File: src/rtl/setn_release_seq_if.sv
// Request/status and per-bank drive bundle for setn_release_seq.
// SEQ_CNT is only present when SETN_SEQ_CNT_EN is defined.
interface setn_release_seq_if #(
    parameter int NBANK = 4
);
    logic             REQ;
    logic             BUSY;
    logic             DONE;
    logic [NBANK-1:0] SETN_OUT;
    logic [NBANK-1:0] CLK_EN;
`ifdef SETN_SEQ_CNT_EN
    logic [7:0]       SEQ_CNT;

    modport master (output REQ, input BUSY, DONE, SETN_OUT, CLK_EN, SEQ_CNT);
    modport slave  (input REQ, output BUSY, DONE, SETN_OUT, CLK_EN, SEQ_CNT);
`else
    modport master (output REQ, input BUSY, DONE, SETN_OUT, CLK_EN);
    modport slave  (input REQ, output BUSY, DONE, SETN_OUT, CLK_EN);
`endif
endinterface

File: src/rtl/setn_release_seq.sv
// Set/release sequencer for banks of negative-edge set-type flops: holds SETN low, then staggers
// releases with a gated-clock guard window per bank. Optional sequence counter: SETN_SEQ_CNT_EN.
module setn_release_seq #(
    parameter int NBANK     = 4,
    parameter int PULSE_CYC = 4,
    parameter int STAGGER   = 2,
    parameter int GUARD     = 2
) (
    input  logic              CLK,
    input  logic              RST,
    setn_release_seq_if.slave bus
);
    localparam int MAX_A = (PULSE_CYC > STAGGER) ? PULSE_CYC : STAGGER;
    localparam int MAX_B = (GUARD > NBANK) ? GUARD : NBANK;
    localparam int MAXV  = (MAX_A > MAX_B) ? MAX_A : MAX_B;
    localparam int CW    = $clog2(MAXV) + 1;

    typedef enum logic [1:0] {IDLE, ASSERT, RELEASE, FINISH} state_t;

    state_t           state, state_nxt;
    logic             pend, pend_nxt;
    logic [NBANK-1:0] setn_q, setn_nxt;
    logic [NBANK-1:0] clken_q, clken_nxt;
    logic             busy_q, busy_nxt;
    logic             done_q, done_nxt;
    logic [CW-1:0]    pcnt, pcnt_nxt;
    logic [CW-1:0]    scnt, scnt_nxt;
    logic [CW-1:0]    bidx, bidx_nxt;
    logic [CW-1:0]    gcnt [NBANK];
    logic [CW-1:0]    gcnt_nxt [NBANK];

    always_ff @(posedge CLK) begin
        if (RST) begin
            state   <= IDLE;
            pend    <= 1'b0;
            setn_q  <= '1;
            clken_q <= '1;
            busy_q  <= 1'b0;
            done_q  <= 1'b0;
            pcnt    <= '0;
            scnt    <= '0;
            bidx    <= '0;
            gcnt    <= '{default: '0};
        end else begin
            state   <= state_nxt;
            pend    <= pend_nxt;
            setn_q  <= setn_nxt;
            clken_q <= clken_nxt;
            busy_q  <= busy_nxt;
            done_q  <= done_nxt;
            pcnt    <= pcnt_nxt;
            scnt    <= scnt_nxt;
            bidx    <= bidx_nxt;
            gcnt    <= gcnt_nxt;
        end
    end

    // Each released bank owns a guard down-counter; its clock re-enables when that counter expires.
    always_comb begin
        state_nxt = state;
        pend_nxt  = pend;
        setn_nxt  = setn_q;
        clken_nxt = clken_q;
        busy_nxt  = busy_q;
        done_nxt  = 1'b0;
        pcnt_nxt  = pcnt;
        scnt_nxt  = scnt;
        bidx_nxt  = bidx;
        gcnt_nxt  = gcnt;

        if (bus.REQ && (state != IDLE)) begin
            pend_nxt = 1'b1;
        end

        case (state)
            IDLE: begin
                if (bus.REQ || pend) begin
                    state_nxt = ASSERT;
                    pend_nxt  = 1'b0;
                    setn_nxt  = '0;
                    clken_nxt = '0;
                    busy_nxt  = 1'b1;
                    pcnt_nxt  = CW'(1);
                    gcnt_nxt  = '{default: '0};
                end
            end
            ASSERT: begin
                if (pcnt == CW'(PULSE_CYC)) begin
                    state_nxt   = RELEASE;
                    setn_nxt[0] = 1'b1;
                    gcnt_nxt[0] = CW'(GUARD);
                    bidx_nxt    = CW'(1);
                    scnt_nxt    = CW'(1);
                end else begin
                    pcnt_nxt = pcnt + CW'(1);
                end
            end
            RELEASE: begin
                if (bidx < CW'(NBANK)) begin
                    if (scnt == CW'(STAGGER)) begin
                        for (int i = 0; i < NBANK; i++) begin
                            if (bidx == CW'(i)) begin
                                setn_nxt[i] = 1'b1;
                                gcnt_nxt[i] = CW'(GUARD);
                            end
                        end
                        bidx_nxt = bidx + CW'(1);
                        scnt_nxt = CW'(1);
                    end else begin
                        scnt_nxt = scnt + CW'(1);
                    end
                end
                for (int i = 0; i < NBANK; i++) begin
                    if (gcnt[i] != '0) begin
                        gcnt_nxt[i] = gcnt[i] - CW'(1);
                        if (gcnt[i] == CW'(1)) begin
                            clken_nxt[i] = 1'b1;
                        end
                    end
                end
                if (gcnt[NBANK-1] == CW'(1)) begin
                    state_nxt = FINISH;
                    done_nxt  = 1'b1;
                    busy_nxt  = 1'b0;
                end
            end
            FINISH: begin
                state_nxt = IDLE;
            end
            default: begin
                state_nxt = IDLE;
            end
        endcase
    end

    assign bus.SETN_OUT = setn_q;
    assign bus.CLK_EN   = clken_q;
    assign bus.BUSY     = busy_q;
    assign bus.DONE     = done_q;

`ifdef SETN_SEQ_CNT_EN
    logic [7:0] seq_cnt;

    // Counts alongside the DONE pulse and sticks at 255.
    always_ff @(posedge CLK) begin
        if (RST) begin
            seq_cnt <= '0;
        end else if (done_nxt && (seq_cnt != 8'hFF)) begin
            seq_cnt <= seq_cnt + 8'd1;
        end
    end

    assign bus.SEQ_CNT = seq_cnt;
`endif
endmodule

File: src/flat_wrapper.sv
// flat-port wrapper written by rule: the top's interface ports become plain ports
module setn_release_seq_flat 
#(
    parameter int NBANK     = 4,
    parameter int PULSE_CYC = 4,
    parameter int STAGGER   = 2,
    parameter int GUARD     = 2
)
  (CLK, RST, bus_REQ, bus_BUSY, bus_DONE, bus_SETN_OUT, bus_CLK_EN);
  setn_release_seq_if #(.NBANK(NBANK)) bus_i ();
  input  logic CLK;
  input  logic RST;
  input wire logic [$bits(bus_i.REQ)-1:0] bus_REQ;
  output wire logic [$bits(bus_i.BUSY)-1:0] bus_BUSY;
  output wire logic [$bits(bus_i.DONE)-1:0] bus_DONE;
  output wire logic [$bits(bus_i.SETN_OUT)-1:0] bus_SETN_OUT;
  output wire logic [$bits(bus_i.CLK_EN)-1:0] bus_CLK_EN;
  assign bus_i.REQ = bus_REQ;
  assign bus_BUSY = bus_i.BUSY;
  assign bus_DONE = bus_i.DONE;
  assign bus_SETN_OUT = bus_i.SETN_OUT;
  assign bus_CLK_EN = bus_i.CLK_EN;
  setn_release_seq #(.NBANK(NBANK), .PULSE_CYC(PULSE_CYC), .STAGGER(STAGGER), .GUARD(GUARD)) u_core (.CLK(CLK), .RST(RST), .bus(bus_i));
endmodule
File: config.mk
export PLATFORM = sky130hd
export DESIGN_NAME = setn_release_seq_flat
export DESIGN_NICKNAME = d
export VERILOG_FILES = /design/src/rtl/setn_release_seq_if.sv /design/src/rtl/setn_release_seq.sv /design/src/flat_wrapper.sv
export SDC_FILE = /design/constraint.sdc
export NUM_CORES = 1
export LEC_CHECK = 0
export CAP_MARGIN = 30
export CORE_MARGIN = 3
export CORE_UTILIZATION = 61
export CTS_CLUSTER_SIZE = 8
export DETAILED_ROUTE_END_ITERATION = 10
export MAX_ROUTING_LAYER = met4
export PLACE_DENSITY = 0.93
export SLEW_MARGIN = 5
export SYNTH_ARGS = -nofsm -noshare
export SYNTH_HDL_FRONTEND = slang
export SYNTH_SLANG_ARGS = --single-unit
File: constraint.sdc
create_clock -name CLK -period 2.85 [get_ports CLK]
set_input_delay 0.7125 -clock CLK [delete_from_list [all_inputs] [get_ports CLK]]
set_output_delay 0.7125 -clock CLK [all_outputs]
set_load 0.01 [all_outputs]
=== Word level (Yosys, flattened, before mapping) ===
Index checks and enable logic that the tools add are counted.

* Register bits: 34
* Input bits: 3
* Output and inout bits: 10
* Word-level logic and storage cells: 154

* $add $sub $neg: 7
* $lt $le $gt $ge: 1
* Eq/ne operators: 41
* Multiplexer cells: 54
* Bitwise logic cells: 1
* Reduce and logical (&&, ||, !) cells: 31

{| class="wikitable"
|+ Operators with widths
! kind !! count
|-
| 2-to-1 mux 3 bit || 16
|-
| 2-to-1 mux 12 bit || 3
|-
| != test 3 x 1 -> 1 bit (second input constant) || 12
|-
| != test 2 x 1 -> 1 bit (second input constant) || 16
|-
| AND reduction 5 bit || 6
|-
| case mux 3 bit (2 select lines) || 4
|-
| AND reduction 4 bit || 5
|-
| 2-to-1 mux 1 bit || 19
|-
| case mux 9 bit (2 select lines) || 1
|-
| == test 3 x 1 -> 1 bit (second input constant) || 5
|-
| nonzero test 3 bit || 5
|-
| 2-to-1 mux 4 bit || 3
|-
| AND reduction 3 bit || 4
|-
| AND reduction 6 bit || 2
|-
| subtractor 3 x 1 -> 3 bit (second input constant) || 4
|-
| adder 3 x 1 -> 3 bit (second input constant) || 3
|-
| == test 3 x 2 -> 1 bit (second input constant) || 3
|-
| case mux 3 bit (3 select lines) || 1
|-
| case mux 2 bit (4 select lines) || 1
|-
| case mux 4 bit (2 select lines) || 1
|-
| nonzero test 2 bit || 4
|-
| 2-to-1 mux 2 bit || 3
|-
| == test 2 bit (second input constant) || 2
|-
| == test 3 bit (second input constant) || 1
|-
| other kinds (11) || 11
|}

=== Depth between registers and ports, before layout ===
* Depth in word-level cells: 6
* Depth in mapped cells: 7

=== Worst setup path after synthesis ===
No wires, ideal clock.

* Kind: in2reg
* Start point: input port RST
* End point: register u_core.gcnt[7] (netlist name)
* Setup time: 0.087 ns
* Arrival: 1.632 ns
* Data required time: 2.763 ns
* Slack: 1.131 ns
* Stages: 5
* Cell sequence: clkbuf_1 > inv_1 > nand2_1 > or4_1 > o31ai_1

{| class="wikitable"
|+ RTL lines
! element !! line !! RTL
|-
| start, declared || flat_wrapper.sv:12 || <nowiki>input logic RST;</nowiki>
|-
| end signal, assigned || setn_release_seq.sv:54 || <nowiki>gcnt <= gcnt_nxt;</nowiki>
|-
| end, declared || setn_release_seq.sv:29 || <nowiki>logic [CW-1:0] gcnt [NBANK];</nowiki>
|}

=== Worst setup path in the final report ===
* Start point: register u_core.state[0]
* End point: register u_core.gcnt[7] (netlist name)

* Word-level cells in the longest chain between the ends: 3

{| class="wikitable"
|+ Ends and longest elaborated chain
! element !! line !! RTL
|-
| start, declared || setn_release_seq.sv:20 || <nowiki>state_t state, state_nxt;</nowiki>
|-
| start signal, assigned || setn_release_seq.sv:45 || <nowiki>state <= state_nxt;</nowiki>
|-
| == test 2 bit / zero test 2 bit (equally long branches) || setn_release_seq.sv:75 || <nowiki>case (state)</nowiki>
|-
| != test 3 x 1 -> 1 bit (no line), or another cell as far along || - ||
|-
| AND reduction 5 bit (no line) || - ||
|}

Parallel ways exist; a longest one is shown, timed or not.
A chain may end at the register's enable or synchronous reset.

==> impl_results.md <==
* Crit-path max FO at 14
* Ys Warns at 0
* GRT Util Overall at 0.227
* Post-synth net total at 256
* Fin crit share at 0.732
* Power Internal at 1100 uW
* Row count at 20
* Pins Over Slew Limit at 0
* Compound-gate portion of the synthesized area at 0.218
* Xor and xnor fraction of the mapped netlist area at 0.00442
* Endpoints failing setup at 0
* Clock insertion delay at the later pin of the skew report at 0.34 ns
* Setup TNS Final at 0 ns
* Number of global-route vias before repair at 1602
* First-pass GRT wire length at 7.05 mm
* Register bit total from synthesis at 34
* Net Sw Frac at 0.434
* Total Die Area at 3970 um2
* Worst Path Arrival at 2.35 ns
* Worst vdd ir at 0.474 mV
* Combinational power share at 0.522
* FF-to-FF Start: u_core.state[0]
* Max Cap Viol at 0
* Clock root buffer: clkbuf_4
* Clock buffer depth at 2
* Setup ws final at 0.764 ns
* Clock power share at 0.137
* Run status: finished clean
* Avg Cell Area, Syn at 8.65 um2
* Hold path start: u_core.gcnt[1]
* CP startpoint kind: flop
* CP startpoint: u_core.state[0]
* Sequential share of power at 0.341
* Clock sink count at 34
* ANT nets after route at 0
* TritonCTS clock tree: yes
* Share of layout cells above drive strength 1 at 0.0661
* Via density at 5.98
* # hold bufs at CTS at 0
* Main synth FF type: dfxtp_1
* Dpl ws at 0.526 ns
* Port bufs at 12
* Hold WC Path Type: flop to flop
* CTS buffer count at 5
* Switching pwr at 845 uW
* Number of fill cells in the layout at 231
* Adder-cell area share of the yosys netlist at 0.152
* Minimum clock period at 2.09 ns
* Simple-gate share of the synthesized area at 0.213
* DRT iter0 DRCs at 68
* N_diodes at 0
* Sequential area share after synthesis at 0.343
* Commonest non-fill, non-tap cell in the layout: dfxtp_1
* Clk_skew at 0.0112 ns
* Placer Congestion at 0.878
* Final Hold Violating Endpoints at 0
* Core Footprint at 3080 um2
* Starting density of the core at 0.644
* Footprint of the multi-input gates at 1170 um2
* Crit path capture type: flop
* Clock transition at path regs at 0.10 ns
* Relative slew slack at 0.630
* Combinational family with the most area after synthesis: compound AO/OA/AOI/OAI gates
* Drt pass-1 iters at 4
* Netlist area before placement at 1980 um2
* Number of I/O pins at 13
* Unrepaired setup endpoints after global routing: false
* Fmax achieved at 479 MHz
* Mux contribution to synthesized area at 0.00505
* Least-Margin Pin Slew at 0.556 ns
* H-tree depth at 2
* HPWL after detailed placement at 2.91 mm
* Yosys cell types at 45
* Routed wire length at 3.98 mm
* Residual DRC count at 0
* Routed len/inst at 13.9 um
* DR vias at 1711
* Postcts setup bufs at 0
* Die Height at 63 um
* Crit Path Category: flop to flop
* Synth Instances at 229
* P per Cell Area at 887 nW/um2
* Register area at 681 um2
* Worst path required time at 3.11 ns
* Post-CTS Resized at 0
* Fin nets at 270
* Commonest non-fill, non-tap cells in the layout: dfxtp_1, nor2_1, inv_1
* Die span in x at 63 um
* Leak at 0.000832 uW
* Antenna violations before repair at 0
* Asr flop ratio synth at 0
* Largest net degree at the start of global routing at 34
* Synthesis-to-finish area growth at 10.7%
* EDFF count, synth at 0
* Total gr overflow at 0
final timing paths:
path                          to  slack [ns]  cells past startpoint
hold / removal    u_core.gcnt[1]        0.48                      2
hold reg to reg   u_core.gcnt[1]        0.48                      2
setup reg to reg  u_core.gcnt[7]        0.76                      6
setup / recovery  u_core.gcnt[7]        0.76                      6
worst max-delay path: stages (launching register included):
cell and delay, ns:
dfxtp_1 0.35, inv_1 0.12, ha_1 0.53, inv_1 0.27
o32ai_1 0.44, nor2_1 0.10, o31ai_1 0.19
flip-flops by register name, summed over array words and instances, names as in the netlist, 2 cells and up:
register	flops
u_core.bus.CLK_EN	4
u_core.gcnt	12
u_core.pcnt	3
u_core.bidx	3
u_core.bus.SETN_OUT	4
u_core.scnt	3
u_core.state	2
through the flow:
step | total power (uW) | hold WS [ns] | util | instances | instance area [um2]
finish | 1950 | 0.481 | 0.713 | 286 | 2190
global route | 2100 | 0.526 | 0.713 | 286 | 2190
CTS | 1950 | 0.483 | 0.713 | 286 | 2190
detailed placement | 1680 | 0.468 | 0.696 | 280 | 2140
global placement | 1650 | 0.460 | 0.696 | 280 | 2140
floorplan | 1370 | 0.450 | - | 229 | 1980
synth_stat cells, drive strengths merged, types with 2 or more instances:
cell type	n	area share
a211oi	7	0.027
a21o	3	0.011
a21oi	14	0.035
a311oi	4	0.018
a31oi	4	0.013
a41o	2	0.010
and3	3	0.0095
buf	2	0.0051
clkbuf	5	0.0095
dfxtp	34	0.34
ha	24	0.15
inv	26	0.049
nand2	6	0.011
nand2b	6	0.019
nand3	3	0.0076
nand3b	3	0.011
nand4	6	0.019
nor2	28	0.054
nor2b	3	0.0095
nor3	7	0.020
o21ai	9	0.027
o31ai	3	0.011
o32ai	5	0.022
o41ai	2	0.0088
or4	3	0.011
cells by family (layout without fill, tap and decap cells):
group	count (synthesis)	after routing
adder cells (fa/ha/maj)	24	24
AND/OR/NAND/NOR	75	75
buffers and inverters	33	46
multiplexers	1	1
flip-flops	34	34
XOR/XNOR	1	1
AO/OA/AOI/OAI	61	61
area by class of cell:
class	count	share of cell area
Clock buffer	6	0.0234
Sequential cell	34	0.310
Multi-Input combinational cell	162	0.535
Timing Repair Buffer	14	0.0616
Inverter	26	0.0445
Tap cell	44	0.0251
routing by layer:
metal	routed length, um	track usage	up-vias
met4	87	0.107	0
met3	199	0.0612	9
met2	1800	0.349	39
li1	-	-	855
met1	1890	0.275	808
met5	0	-	-
power groups by stage:
stage	sequential, uW	combinational (uW)	clock (uW)
final	664	1020	267
after global placement	670	984	0
after floorplan	686	686	0
after global routing	675	1130	293
after CTS	662	1010	274
after detailed placement	672	1010	0
(Power assumes the default switching activity.)
